==> src/rtl/ahb_matrix_pkg.sv <==
// Shared AHB-Lite matrix encodings: transfer types, responses, default-slave select and FSM states.
// Also hosts the address-phase one-hot to index priority encoder.
package ahb_matrix_pkg;

  localparam logic [1:0] HTRANS_IDLE   = 2'b00;
  localparam logic [1:0] HTRANS_BUSY   = 2'b01;
  localparam logic [1:0] HTRANS_NONSEQ = 2'b10;
  localparam logic [1:0] HTRANS_SEQ    = 2'b11;

  localparam logic HRESP_OKAY  = 1'b0;
  localparam logic HRESP_ERROR = 1'b1;

  localparam logic [2:0] DEF_SLV_SEL = 3'd4;

  typedef enum logic [1:0] {
    DS_IDLE = 2'd0,
    DS_ERR1 = 2'd1,
    DS_ERR2 = 2'd2
  } def_slv_state_t;

  // Lowest set bit wins; an all-zero select maps to the default slave.
  function automatic logic [2:0] encode_hsel(input logic [3:0] hsel);
    logic [2:0] sel;
    casez (hsel)
      4'b???1: sel = 3'd0;
      4'b??10: sel = 3'd1;
      4'b?100: sel = 3'd2;
      4'b1000: sel = 3'd3;
      default: sel = DEF_SLV_SEL;
    endcase
    return sel;
  endfunction

endpackage

==> src/rtl/ahb_default_slave.sv <==
// Default slave for unmapped space: two-cycle ERROR for active transfers, zero-wait OKAY otherwise.
// Outputs are pure state decode; advances only on HREADY-qualified address phases.
module ahb_default_slave
  import ahb_matrix_pkg::*;
(
  input  logic       HCLK,
  input  logic       HRESET,
  input  logic       HREADY,
  input  logic       hit_default,
  input  logic [1:0] HTRANS,
  output logic       HREADYOUT,
  output logic       HRESP
);

  def_slv_state_t state, state_nxt;
  logic           trans_active;
  logic           err_start;

  assign trans_active = (HTRANS == HTRANS_NONSEQ) || (HTRANS == HTRANS_SEQ);
  assign err_start    = HREADY && hit_default && trans_active;

  always_ff @(posedge HCLK or posedge HRESET) begin
    if (HRESET) state <= DS_IDLE;
    else        state <= state_nxt;
  end

  always_comb begin
    state_nxt = state;
    HREADYOUT = 1'b1;
    HRESP     = HRESP_OKAY;
    case (state)
      DS_IDLE: begin
        if (err_start) state_nxt = DS_ERR1;
      end
      DS_ERR1: begin
        HREADYOUT = 1'b0;
        HRESP     = HRESP_ERROR;
        state_nxt = DS_ERR2;
      end
      DS_ERR2: begin
        // Second error cycle is also the next address phase, so errors can chain.
        HRESP     = HRESP_ERROR;
        state_nxt = err_start ? DS_ERR1 : DS_IDLE;
      end
      default: state_nxt = DS_IDLE;
    endcase
  end

endmodule

==> src/rtl/s2m_resp_mux.sv <==
// AHB-Lite slave-to-master response mux: registers the address-phase select, routes slave responses back.
// One cycle address-to-data select latency, zero from slave inputs; select holds through HREADY=0 wait states.
module s2m_resp_mux
  import ahb_matrix_pkg::*;
#(
  parameter int DW   = 32,
  parameter int NSLV = 4
) (
  input  logic          HCLK,
  input  logic          HRESET,
  input  logic [3:0]    HSEL_A,
  input  logic [1:0]    HTRANS,
  input  logic [DW-1:0] S0_HRDATA,
  input  logic [DW-1:0] S1_HRDATA,
  input  logic [DW-1:0] S2_HRDATA,
  input  logic [DW-1:0] S3_HRDATA,
  input  logic          S0_HREADYOUT,
  input  logic          S1_HREADYOUT,
  input  logic          S2_HREADYOUT,
  input  logic          S3_HREADYOUT,
  input  logic          S0_HRESP,
  input  logic          S1_HRESP,
  input  logic          S2_HRESP,
  input  logic          S3_HRESP,
  output logic [DW-1:0] HRDATA,
  output logic          HREADY,
  output logic          HRESP,
  output logic [2:0]    Slave_Sel_D
);

  logic [DW-1:0] s_rdata [NSLV];
  logic          s_ready [NSLV];
  logic          s_resp  [NSLV];
  logic [2:0]    sel_a;
  logic          def_hreadyout;
  logic          def_hresp;

  assign s_rdata[0] = S0_HRDATA;
  assign s_rdata[1] = S1_HRDATA;
  assign s_rdata[2] = S2_HRDATA;
  assign s_rdata[3] = S3_HRDATA;
  assign s_ready[0] = S0_HREADYOUT;
  assign s_ready[1] = S1_HREADYOUT;
  assign s_ready[2] = S2_HREADYOUT;
  assign s_ready[3] = S3_HREADYOUT;
  assign s_resp[0]  = S0_HRESP;
  assign s_resp[1]  = S1_HRESP;
  assign s_resp[2]  = S2_HRESP;
  assign s_resp[3]  = S3_HRESP;

  assign sel_a = encode_hsel(HSEL_A);

  always_ff @(posedge HCLK or posedge HRESET) begin
    if (HRESET)      Slave_Sel_D <= DEF_SLV_SEL;
    else if (HREADY) Slave_Sel_D <= sel_a;
  end

  ahb_default_slave u_def_slv (
    .HCLK        (HCLK),
    .HRESET      (HRESET),
    .HREADY      (HREADY),
    .hit_default (sel_a == DEF_SLV_SEL),
    .HTRANS      (HTRANS),
    .HREADYOUT   (def_hreadyout),
    .HRESP       (def_hresp)
  );

  // Any select with bit 2 set (only 4 is reachable) is served by the default slave.
  always_comb begin
    HRDATA = '0;
    HREADY = def_hreadyout;
    HRESP  = def_hresp;
    if (!Slave_Sel_D[2]) begin
      HRDATA = s_rdata[Slave_Sel_D[1:0]];
      HREADY = s_ready[Slave_Sel_D[1:0]];
      HRESP  = s_resp[Slave_Sel_D[1:0]];
    end
  end

endmodule

==> config.mk <==
export PLATFORM = sky130hd
export DESIGN_NAME = s2m_resp_mux
export DESIGN_NICKNAME = d
export VERILOG_FILES = /design/src/rtl/ahb_matrix_pkg.sv /design/src/rtl/ahb_default_slave.sv /design/src/rtl/s2m_resp_mux.sv
export SDC_FILE = /design/constraint.sdc
export NUM_CORES = 1
export LEC_CHECK = 0
export BUFFER_PORTS_ARGS = -buffer_cell sky130_fd_sc_hd__buf_2
export CAP_MARGIN = 15
export CORE_ASPECT_RATIO = 0.5
export CORE_UTILIZATION = 33
export DETAILED_ROUTE_END_ITERATION = 8
export PLACE_DENSITY_LB_ADDON = 0.12
export RECOVER_POWER = 50
export SYNTH_ARGS = -nofsm -noshare
export SYNTH_HDL_FRONTEND = slang
export SYNTH_SLANG_ARGS = --single-unit
export TNS_END_PERCENT = 1
==> constraint.sdc <==
create_clock -name HCLK -period 2.15 [get_ports HCLK]
set_clock_uncertainty 0.1 [all_clocks]
set_input_delay 0.3225 -clock HCLK [delete_from_list [all_inputs] [get_ports HCLK]]
set_output_delay 0.3225 -clock HCLK [all_outputs]
set_load 0.1 [all_outputs]
* Word-level counts from Yosys, hierarchy flattened
Cells that the tools add are included.
W data, S select, Z words.
** Operators by class
- Reductions and logical operators :: 5
- Equal/unequal tests :: 9
- Mux-type cells :: 18
- Bitwise logic cells :: 1
- $lt $le $gt $ge :: 1
** Operators by type and width (count)
- $mux W32 :: 3
- $bmux W32 S2 :: 1
- $pmux W3 S4 :: 1
- $mux W1 :: 9
- $eq A2 B2 Y1 const B :: 4
- $eq A3 B3 Y1 const B :: 2
- $pmux W2 S3 :: 1
- $bmux W1 S2 :: 2
- $eq A4 B4 Y1 const B :: 1
- $ge A3 B3 Y1 const B :: 1
- $not A2 Y3 :: 1
- $eq A2 B1 Y1 const B :: 1
- $logic_and A1 B1 Y1 :: 2
- $logic_not A2 Y1 :: 1
- $mux W2 :: 1
- $ne A2 B1 Y1 const B :: 1
- $reduce_or A2 Y1 :: 1
- $logic_or A1 B1 Y1 :: 1
** Word-level totals
- Bits in registers :: 5
- Logic and storage cells :: 36
- Output and inout bits :: 37
- Input port bits :: 144

* Longest topological paths before layout
Gate-level depths: netlist of the first run.
- Word-level depth :: 9
- Depth in mapped cells :: 6
- Gate-level depth less buffers :: 6

* Cells and area by module
Synthesis of the first run repeated with hierarchy kept, for this count alone.
** Second synthesis, totals
- Cells, all modules :: 122
- Area total of the unflattened synthesis :: 1456.4 um^2
** Modules (own cells, without submodules)
- s2m_resp_mux :: sequential area each 76.3 um^2, cells an instance 104, area an instance 1268.7 um^2, times used 1
- ahb_default_slave :: sequential area each 50.0 um^2, cells an instance 18, area an instance 187.7 um^2, times used 1

* Worst setup path after synthesis of the first run
Ideal clock, no wire load.
- Kind :: register to output
- Start point :: reg Slave_Sel_D[1]
- End point :: out HRDATA[12]
- Path buffers :: 2
- Data arrival time :: 3.091 ns
- Required time :: 1.727 ns
- Slack :: -1.364 ns
- Stages on the path, launching flop included :: 5
- Path through :: dfrtp_1 > buf_6 > clkbuf_1 > mux4_2 > nor2b_1
** On the way
- Word-level cells in the longest chain between the ends :: 5
** RTL lines
- start, declared :: RTL line s2m_resp_mux.sv:28 : output logic [2:0] Slave_Sel_D
- start signal, assigned :: RTL line s2m_resp_mux.sv:55 : else if (HREADY) Slave_Sel_D <= sel_a;
- $not A2 Y3 (not written as such) :: RTL line s2m_resp_mux.sv:74 : HRDATA = s_rdata[Slave_Sel_D[1:0]];
- $bmux W32 S2 :: RTL line s2m_resp_mux.sv:74
- $mux W32 (not written as such) (2 in series) :: RTL line s2m_resp_mux.sv:74
- $mux W32 :: RTL line s2m_resp_mux.sv:73 : if (!Slave_Sel_D[2]) begin
- end, declared :: RTL line s2m_resp_mux.sv:25 : output logic [DW-1:0] HRDATA,
No other way between the ends. The select of a mux whose other input is x is not followed.

* Worst setup path after layout of the first run
- Start point :: reg Slave_Sel_D[0]
- End point :: out HRDATA[13]
Same word-level chain as after synthesis.

==> results of run 1 <==
## registers in the layout (all words and copies together), names as in the netlist
register and flops:
Slave_Sel_D 3, u_def_slv.state 2
## routing by layer
layer | global-route usage (%) | vias to the layer above | share of wire (%) | wire (um)
met1 | 23.29 | 892 | 31 | 1873
met2 | 51.32 | 77 | 60 | 3626
met3 | 2.987 | 16 | 6.0 | 359
met5 | 0 | - | 0 | 0
met4 | 7.323 | 0 | 2.4 | 145
li1 | - | 837 | - | -
## worst max-delay path, stage by stage (launching register included)
cell,delay [ps]
dfrtp_4,480
buf_12,180
mux4_2,520
nor2b_4,160
buf_12,170
## layout make-up
cell class                      instances  share of cell area, %
Multi-Input combinational cell         99                  44.84
Clock buffer                            4                  1.387
Timing Repair Buffer                  189                  46.88
Tap cell                               54                  2.080
Inverter                                5                 0.5778
Sequential cell                         5                  4.237
## power groups by stage
stage / logic [mW] / registers [mW] / clock network, mW
finish: 5.90 / 0.202 / 0.176
global route: 6.07 / 0.214 / 0.180
CTS: 5.48 / 0.206 / 0.176
detailed placement: 4.80 / 0.212 / 0
global placement: 4.74 / 0.210 / 0
floorplan: 4.07 / 0.296 / 0
## worst max path at each step
stage	end	slack, ps
2_1_floorplan	HRDATA[10]	-70
3_3_place_gp	HRDATA[27]	100
3_5_place_dp	HRDATA[27]	90
4_1_cts	HRDATA[27]	-9
5_1_grt	HRDATA[27]	-70
6_report	HRDATA[13]	-8
## kinds of logic after synthesis
| family | after synthesis | synth area share, % |
|---|---|---|
| muxes | 38 | 56.28 |
| and+or+nand+nor | 48 | 19.75 |
| adders and majority gates | 5 | 4.390 |
| DFF | 5 | 8.868 |
| buffers and inverters | 17 | 6.145 |
| AOI/OAI and AO/OA | 8 | 4.566 |
## cells in the mapped netlist (2+ instances only)
master | count | share of area, %
nor2b_1 | 33 | 14
mux2_1 | 2 | 1.6
inv_1 | 5 | 1.3
nor2_1 | 4 | 1.1
buf_4 | 4 | 2.1
nand2_1 | 4 | 1.1
clkbuf_1 | 6 | 1.6
mux4_2 | 33 | 52
ha_1 | 5 | 4.4
dfrtp_1 | 4 | 7.0
a21oi_1 | 2 | 0.70
nor3_1 | 2 | 0.70
## what timing repair did
item,4_1_cts,5_1_grt
pin swaps,0,0
hold endpoints to repair,4,0
endpoints found under the setup margin,33,33
hold buffers,1,0
setup buffers,1,0
gates resized for setup,83,37
## stage by stage
stage                     hold WS (ps)  util (%)  std cells
final                            320.9     80.72        356
after global routing             355.7     80.72        356
after CTS                        330.3     76.62        356
after detailed placement         131.6     68.19        350
after global placement           126.5     68.19        350
after floorplan                 0.3323         -        121
==> metrics.cfg, run 1 <==
[run_status]
status = complete, but fails checks
violations = setup timing

[pwr]
internal_power_mw = 2.667
combPwrFrac_pct = 94.0
powerDensity_nw_per_um2 = 1932
switchingPower_mw = 3.609
clkPwrFrac_pct = 2.8
peakVddDrop_uv = 1193
swShare_pct = 57.50
p_total_mw = 6.277
seqPwrFrac_pct = 3.2
leakagePower_nw = 1.610

[setup_path]
critPathKind = register to output port
end_kind = output port
reg2reg_from = Slave_Sel_D[1]$_DFFE_PP0P_
crit_arrival_ps = 1740
crit_required_ps = 1730
reg2reg_to = Slave_Sel_D[1]$_DFFE_PP0P_
cp_max_fo = 14
worst_r2r_path_depth = 4
critPathLaunchType = register
crit_start = Slave_Sel_D[0]$_DFFE_PP0P_
reg2reg_slack_ps = 400

[sta]
tightest_slew_ps = 571.9
setup_viol_count_final = 2
rsz0062_at_grt = true
period_share_pct = 100.4
slew_headroom_pct = 61.52
setup_ws_ps = -7.748
fin_crit_ps = 2158
fin_tns_setup_ps = -13.23
finalHoldViolations = 0
drv_slew = 0
fmax_ghz = 0.4634

[synthesis]
synth-warning-count = 0
synth_seq_area_share_pct = 8.867
ys.flop_type = dfrtp_1
synth_nets = 270
synth_edf_count = 0
yosysUniqueCellTypes = 29
async_flop_share_pct = 100.0
synth_cells = 121
postSynthAreaPerCell_um2 = 11.78
synth_seq_cells = 5
syn_area_um2 = 1425

[clock_tree]
clock_sinks = 5
cts_buffers = 3
clockRootBuffer = clkbuf_8
clockBufferDepth = 2
cts_tree = done
cts_max_level = 1
path_clk_slew_ps = 30
clock_latency_ps = 220

[floorplanning]
initial_core_util_pct = 35.42
die_y_um = 48.47
fp.dieW_um = 94.94
dieArea_um2 = 4602
core_um2 = 4024
rows = 16
io_pins = 181

[global_route]
grt_usage_pct = 24.03
antenna_found_initial = 0
grt_overflow_total = 0
grt_pass1_wl_um = 8418
grt_pass1_vias = 1904
grt_max_degree = 22

[placement]
dp_slack_ps = 92.00
portBuffers = 179
dp_hpwl_um = 4436
place.gp.congestion = 0.7797
dpl_cell_area_um2 = 2744

[cells_and_area]
fillCellCount = 242
layout_commonest_cell = buf_2
multiInputGateArea_um2 = 1456
n_antenna_cell = 0
fin_area_um2 = 3248
mostFrequentLayoutCells = buf_2, buf_12, mux4_2
ff_latch_area_um2 = 137.6
nets = 452
drive_above_1_share_pct = 87.09
area_growth_pct = 127.9

[hold_path]
hold_path.class = input port to register
worstHoldEndpoint = Slave_Sel_D[2]$_DFFE_PP1P_
min_from = HSEL_A[3]
hold_depth = 4

[drt]
drt_pass1_iterations = 4
via_per_inst = 5.118
drc_errors = 0
routed_wl_um = 6004
ant_nets = 0
route.vias.total = 1822
drt_iter0_markers = 26
detail_route.wl_per_cell_um = 16.87

[job]
cap_viol_max_count = 0

No activity file was read; power rests on OpenSTA's default activity.
==> run 2: changes to the inputs <==
CORE_UTILIZATION = 30   (was 33)
clock period = 1.86 ns   (was 2.15 ns; I/O delays follow)
==> run 2 against run 1 <==
  * The flow still finishes with violations (setup timing)
  * Total power is 17% higher
  * Via count down 3.7%
  * Utilization fell by 6.6 points
  * Clock power is 15% higher
  * Sequential share of layout area down 0.097 points
  * Sequential power up 21%
==> metrics.cfg, run 2 (synthesis gave the netlist of run 1 again) <==
[setup_path]
critPathKind = register to output port  ; unchanged
crit_family = multiplexers  ; unchanged
worstPathCellList = buf_12 > mux4_2 > nor2b_4 > buf_12  ; unchanged
crit_buf_inv = 2  ; unchanged
critPathLaunchType = register  ; unchanged
crit_required_ps = 1480  ; was 1730 ps
crit_arrival_ps = 1720  ; was 1740 ps
end_kind = output port  ; unchanged
cp_max_fo = 14  ; unchanged
crit_slowest_cell = mux4_2  ; unchanged
max_stage_delay_ps = 510  ; was 520 ps
path_common_cell = buf_12  ; unchanged

[floorplanning]
io_pins = 181  ; unchanged
rows = 17  ; was 16
initial_core_util_pct = 31.75  ; was 35.42%
dieArea_um2 = 5047  ; was 4602 um^2
die_y_um = 50.74  ; was 48.47 um
fp.dieW_um = 99.47  ; was 94.94 um
core_um2 = 4488  ; was 4024 um^2

[drt]
drt_pass1_iterations = 4  ; unchanged
drc_errors = 0  ; unchanged
via_per_inst = 4.743  ; was 5.118
ant_nets = 0  ; unchanged
routed_wl_um = 5001  ; was 6004 um
route.vias.total = 1755  ; was 1822
drt_iter0_markers = 32  ; was 26
detail_route.wl_per_cell_um = 13.52  ; was 16.87 um

[sta]
finalHoldViolations = 0  ; unchanged
rsz0062_at_grt = true  ; unchanged
fmax_ghz = 0.4768
period_share_pct = 112.7
setup_viol_count_final = 34  ; was 2
fin_crit_ps = 2097
whs_ps = 341.1  ; was 320.9 ps
setup_ws_ps = -237.1  ; was -7.748 ps
slew_headroom_pct = 74.32  ; was 61.52%
tightest_slew_ps = 381.7  ; was 571.9 ps
fin_tns_setup_ps = -7347  ; was -13.23 ps
drv_slew = 0  ; unchanged

[cells_and_area]
area_growth_pct = 133.3  ; was 127.9%
drive_above_1_share_pct = 87.50  ; was 87.09%
largest_reg_flops = 3  ; unchanged
mostFrequentLayoutCells = buf_2, buf_12, mux4_2  ; unchanged
n_antenna_cell = 0  ; unchanged
largest_registers = Slave_Sel_D x3, u_def_slv.state x2  ; unchanged
nets = 454  ; was 452
multiInputGateArea_um2 = 1465  ; was 1456 um^2
layout_commonest_cell = buf_2  ; unchanged
ff_latch_area_um2 = 137.6  ; unchanged
fin_area_um2 = 3324  ; was 3248 um^2
top_register = Slave_Sel_D  ; unchanged
fillCellCount = 314  ; was 242

[global_route]
grt_pass1_wl_um = 7886  ; was 8418 um
grt_usage_pct = 19.61  ; was 24.03%
grt_max_degree = 20  ; was 22
grt_overflow_total = 0  ; unchanged
grt_pass1_vias = 1797  ; was 1904
antenna_found_initial = 0  ; unchanged

[clock_tree]
path_clk_slew_ps = 40  ; was 30 ps
clock_latency_ps = 220  ; about the same
cts_buffers = 3  ; unchanged
clockRootBuffer = clkbuf_8  ; unchanged
cts_max_level = 1  ; unchanged
clockBufferDepth = 2  ; unchanged
clock_sinks = 5  ; unchanged
cts_tree = done  ; unchanged

[placement]
place.gp.congestion = 0.7736  ; was 0.7797
dp_hpwl_um = 4117  ; was 4436 um
dp_slack_ps = -117.8  ; was 92.00 ps
dpl_cell_area_um2 = 2818  ; was 2744 um^2
portBuffers = 179  ; unchanged

[pwr]
leakagePower_nw = 1.635  ; was 1.610 nW
powerDensity_nw_per_um2 = 2201  ; was 1932 nW/um^2
peakVddDrop_uv = 1295  ; was 1193 uV

[run_status]
status = complete, but fails checks  ; unchanged
violations = setup timing  ; unchanged

[hold_path]
hold_path.class = input port to register  ; unchanged

[job]
cap_viol_max_count = 0  ; unchanged

==> run 2: path summary, 6_finish.rpt <==
path / start / to / slack [ps] / depth (start not counted)
max: Slave_Sel_D[0]$_DFFE_PP0P_ / HRDATA[11] / -240 / 4
min: HSEL_A[0] / Slave_Sel_D[0]$_DFFE_PP0P_ / 340 / 3
max reg2reg: Slave_Sel_D[1]$_DFFE_PP0P_ / Slave_Sel_D[0]$_DFFE_PP0P_ / 100 / 4
min reg2reg: u_def_slv.state[0]$_DFFE_PP0P_ / u_def_slv.state[0]$_DFFE_PP0P_ / 490 / 2
max in group asynchronous: HRESET / Slave_Sel_D[2]$_DFFE_PP1P_ / 1020 / 3
min in group asynchronous: HRESET / Slave_Sel_D[1]$_DFFE_PP0P_ / 400 / 3
==> run 2: worst reg2reg max path: stages (launching register included) <==
cell and delay [ps]:
dfrtp_4 530, mux2i_1 160, or3b_4 430, nand2_8 100, mux2_1 320
==> run 2: final cells by class <==
cell class / instances / area share, %
clock buffers: 4 / 1.355
repair buffers: 191 / 47.38
flip-flops and latches: 5 / 4.140
multi-input cells: 99 / 44.07
well taps: 66 / 2.484
inverters: 5 / 0.5645
==> run 2: repair_timing <==
action | 4_1_cts | 5_1_grt
hold endpoints to repair | 4 | 0
hold buffers | 1 | 0
gates resized for setup | 122 | 0
pin swaps | 0 | 0
setup buffers | 0 | 0
setup endpoints to repair | 34 | 34
==> run 2: metrics by stage <==
stage | utilization (%) | total power [mW] | cells
4_1_cts | 74.07 | 7.354 | 370
6_report | 74.07 | 7.318 | 370
3_5_place_dp | 62.78 | 5.877 | 365
2_1_floorplan | - | 5.071 | 121
5_1_grt | 74.07 | 7.558 | 370
3_3_place_gp | 62.78 | 5.833 | 365
==> run 2: report_power, final <==
group | internal (mW) | switching [mW] | total, mW
Sequential | 0.158 | 0.0857 | 0.244
Combinational | 2.87 | 4.00 | 6.87
Clock | 0.147 | 0.0549 | 0.202
==> run 2: layer usage <==
layer  global-route usage [%]  up-vias  share of wire [%]
li1                         -      841                  -
met1                    21.00      836                 37
met2                    41.32       70                 57
met3                    2.786        8                4.8
met4                    3.676        0                1.2
met5                        0        -                  0
==> run 3: changes to the inputs <==
SYNTH_HIERARCHICAL = 1   (was unset)
==> run 3 against run 2 <==
  * The flow still finishes with violations (setup timing)
  * Non-clock buffer count rose by 4
  * Synthesized area rose by 2.2%
  * Critical endpoint is now HRDATA[23]
  * Highest routed layer unchanged
  * First-iteration DRC count fell by 41%
  * Utilization fell by 0.14 points
  * Largest power group unchanged
  * Via count rose by 1.6%
==> metrics.cfg, run 3 <==
[floorplanning]
io_pins = 181  ; unchanged
fp.dieW_um = 100.5  ; was 99.47 um
initial_core_util_pct = 32.15  ; was 31.75%
rows = 17  ; unchanged
core_um2 = 4531  ; was 4488 um^2
die_y_um = 51.27  ; was 50.74 um
dieArea_um2 = 5154  ; was 5047 um^2

[global_route]
grt_max_degree = 24  ; was 20
grt_pass1_vias = 1885  ; was 1797
grt_overflow_total = 0  ; unchanged
grt_pass1_wl_um = 8880  ; was 7886 um
grt_usage_pct = 22.52  ; was 19.61%
antenna_found_initial = 0  ; unchanged

[setup_path]
end_kind = output port  ; unchanged
max_stage_delay_ps = 520  ; was 510 ps
reg2reg_to = u_def_slv/state[1]$_DFFE_PP0P_  ; was Slave_Sel_D[0]$_DFFE_PP0P_
crit_arrival_ps = 1730  ; was 1720 ps
crit_slowest_cell = mux4_2  ; unchanged
worstPathCellList = buf_12 > mux4_2 > nor2b_4 > buf_12  ; unchanged
endpoint = HRDATA[23]  ; was HRDATA[11]
cp_max_fo = 13  ; was 14
worst_r2r_path_depth = 6  ; was 4
crit_start = Slave_Sel_D[0]$_DFFE_PP0P_  ; unchanged
path_common_cell = buf_12  ; unchanged
reg2reg_from = Slave_Sel_D[1]$_DFFE_PP0P_  ; unchanged
crit_required_ps = 1480  ; about the same
critPathLaunchType = register  ; unchanged
critPathKind = register to output port  ; unchanged
reg2reg_slack_ps = -120  ; was 100 ps

[hold_path]
hold_path.class = input port to register  ; unchanged

[clock_tree]
cts_buffers = 3  ; unchanged
clock_latency_ps = 220  ; about the same
cts_tree = done  ; unchanged
cts_max_level = 1  ; unchanged
clockRootBuffer = clkbuf_8  ; unchanged
path_clk_slew_ps = 40  ; about the same
clockBufferDepth = 2  ; unchanged
clock_sinks = 5  ; unchanged

[synthesis]
yosysUniqueCellTypes = 32  ; was 29
ys.flop_type = dfrtp_1  ; unchanged
synth.area.top_cells = mux4_2, nor2b_1, dfrtp_1  ; unchanged
synth_cells = 122  ; was 121
synth.top_cells.by_count = mux4_2, nor2b_1, inv_1  ; was mux4_2, nor2b_1, clkbuf_1
synth_edf_count = 0  ; unchanged
synth_top_cell_by_area = mux4_2  ; unchanged
synth_seq_cells = 5  ; unchanged
synth_seq_area_share_pct = 8.677  ; was 8.867%
yosysTopAreaCellShare_pct = 51.03  ; was 52.15%
synth_nets = 271  ; was 270
syn_area_um2 = 1456  ; was 1425 um^2
async_flop_share_pct = 100.0  ; unchanged
postSynthAreaPerCell_um2 = 11.94  ; was 11.78 um^2
synth-warning-count = 6  ; was 0

[pwr]
switchingPower_mw = 1.970  ; was 4.142 mW
internal_power_mw = 1.663  ; was 3.177 mW
seqPwrFrac_pct = 4.9  ; was 3.3%
combPwrFrac_pct = 89.4  ; was 93.9%
leakagePower_nw = 1.663  ; was 1.635 nW
peakVddDrop_uv = 598.5  ; was 1295 uV
swShare_pct = 54.23  ; was 56.59%
powerDensity_nw_per_um2 = 1084  ; was 2201 nW/um^2
clkPwrFrac_pct = 5.7  ; was 2.8%

[cells_and_area]
largest_registers = Slave_Sel_D x3, u_def_slv/state x2  ; was Slave_Sel_D x3, u_def_slv.state x2
area_growth_pct = 130.0  ; was 133.3%
largest_reg_flops = 3  ; unchanged
top_register = Slave_Sel_D  ; unchanged
layout_commonest_cell = buf_2  ; unchanged
drive_above_1_share_pct = 88.67  ; was 87.50%
mostFrequentLayoutCells = buf_2, buf_12, mux4_2  ; unchanged
nets = 459  ; was 454
n_antenna_cell = 0  ; unchanged
fin_area_um2 = 3349  ; was 3324 um^2

[run_status]
status = complete, but fails checks  ; unchanged
violations = setup timing  ; unchanged

[placement]
dpl_cell_area_um2 = 2794  ; was 2818 um^2
dp_hpwl_um = 4339  ; was 4117 um
place.gp.congestion = 0.7275  ; was 0.7736
dp_slack_ps = -134.5  ; was -117.8 ps
portBuffers = 179  ; unchanged

[sta]
setup_ws_ps = -251.7  ; was -237.1 ps
period_share_pct = 113.5  ; was 112.7%
whs_ps = 272.3  ; was 341.1 ps
drv_slew = 0  ; unchanged
setup_viol_count_final = 35  ; was 34
rsz0062_at_grt = true  ; unchanged
tightest_slew_ps = 261.6  ; was 381.7 ps
slew_headroom_pct = 82.56  ; was 74.32%
fin_crit_ps = 2112  ; was 2097 ps
fin_tns_setup_ps = -7658  ; was -7347 ps
fmax_ghz = 0.4736  ; was 0.4768 GHz
finalHoldViolations = 0  ; unchanged

[drt]
ant_nets = 0  ; unchanged
via_per_inst = 4.755  ; was 4.743
drc_errors = 0  ; unchanged
routed_wl_um = 5924  ; was 5001 um
drt_pass1_iterations = 4  ; unchanged
detail_route.wl_per_cell_um = 15.80  ; was 13.52 um
route.vias.total = 1783  ; was 1755
drt_iter0_markers = 19  ; was 32

[job]
cap_viol_max_count = 0  ; unchanged

## run 3: changes by cell type after synthesis, sizes merged, moves of 2 or more
cell | before | now
inv | 5 | 9
a21oi | 3 | 0
buf | 6 | 8
clkbuf | 6 | 4
nand2 | 5 | 3
nor2 | 4 | 2
## run 3: power groups by stage
stage / registers (mW) / clock network [mW] / logic [mW]
finish: 0.180 / 0.207 / 3.25
CTS: 0.179 / 0.214 / 3.25
detailed placement: 0.177 / 0 / 2.62
global placement: 0.175 / 0 / 2.59
floorplan: 0.223 / 0 / 2.14
global route: 0.184 / 0.222 / 3.35
## run 3: worst min-delay path by stage
stage | startpoint | to | cells after the start
floorplan | HRESET | u_def_slv/state[0]$_DFFE_PP0P_ | 1
global placement | HRESET | u_def_slv/state[1]$_DFFE_PP0P_ | 2
detailed placement | HRESET | u_def_slv/state[1]$_DFFE_PP0P_ | 2
CTS | HSEL_A[0] | Slave_Sel_D[2]$_DFFE_PP1P_ | 4
global route | HSEL_A[1] | Slave_Sel_D[2]$_DFFE_PP1P_ | 4
finish | HSEL_A[0] | Slave_Sel_D[2]$_DFFE_PP1P_ | 4
## run 3: cell type report
type	instances	area, um^2
repair buffers	195	1597
well taps	66	82.58
inverters	9	33.78
multi-input cells	96	1454
flip-flops and latches	5	137.6
fillers	327	1181
clock buffers	4	45.04
## run 3: cells by family (layout without fill, tap and decap cells)
group | count (synthesis) | in the layout | share of synthesized area, %
AND/OR/NAND/NOR | 43 | 43 | 17.96
multiplexers | 39 | 39 | 56.10
buffers and inverters | 21 | 208 | 7.989
AO/OA/AOI/OAI | 9 | 9 | 4.983
adder cells (fa/ha/maj) | 5 | 5 | 4.296
flip-flops | 5 | 5 | 8.678
## run 3: per-layer routing
layer / share of wire (%) / vias up / global-route usage (%)
met5: 0 / - / 0
met4: 0.32 / 0 / 2.174
met3: 4.6 / 2 / 3.283
met2: 61 / 52 / 50.80
met1: 34 / 886 / 22.32
li1: - / 843 / -
## run 3: through the flow
| step | instances | power (mW) | util [%] |
|---|---|---|---|
| finish | 375 | 3.632 | 73.93 |
| global route | 375 | 3.756 | 73.93 |
| CTS | 376 | 3.648 | 74.45 |
| detailed placement | 368 | 2.801 | 61.67 |
| global placement | 368 | 2.770 | 61.67 |
| floorplan | 122 | 2.364 | - |
## run 3: what timing repair did
| action | CTS | global route |
|---|---|---|
| hold buffers | 1 | 0 |
| endpoints found under the hold margin | 4 | 0 |
| cloned | 1 | 0 |
| endpoints found under the setup margin | 36 | 37 |
| resized for setup | 127 | 1 |
| pin swaps | 1 | 1 |
| buffers inserted | 2 | 0 |
## run 3: worst max-delay path, delay by kind of cell, from the launching register on
family / cells / cell delay (ps)
simple gates: 1 / 150
buf+inv: 2 / 350
flops: 1 / 480
mux: 1 / 520
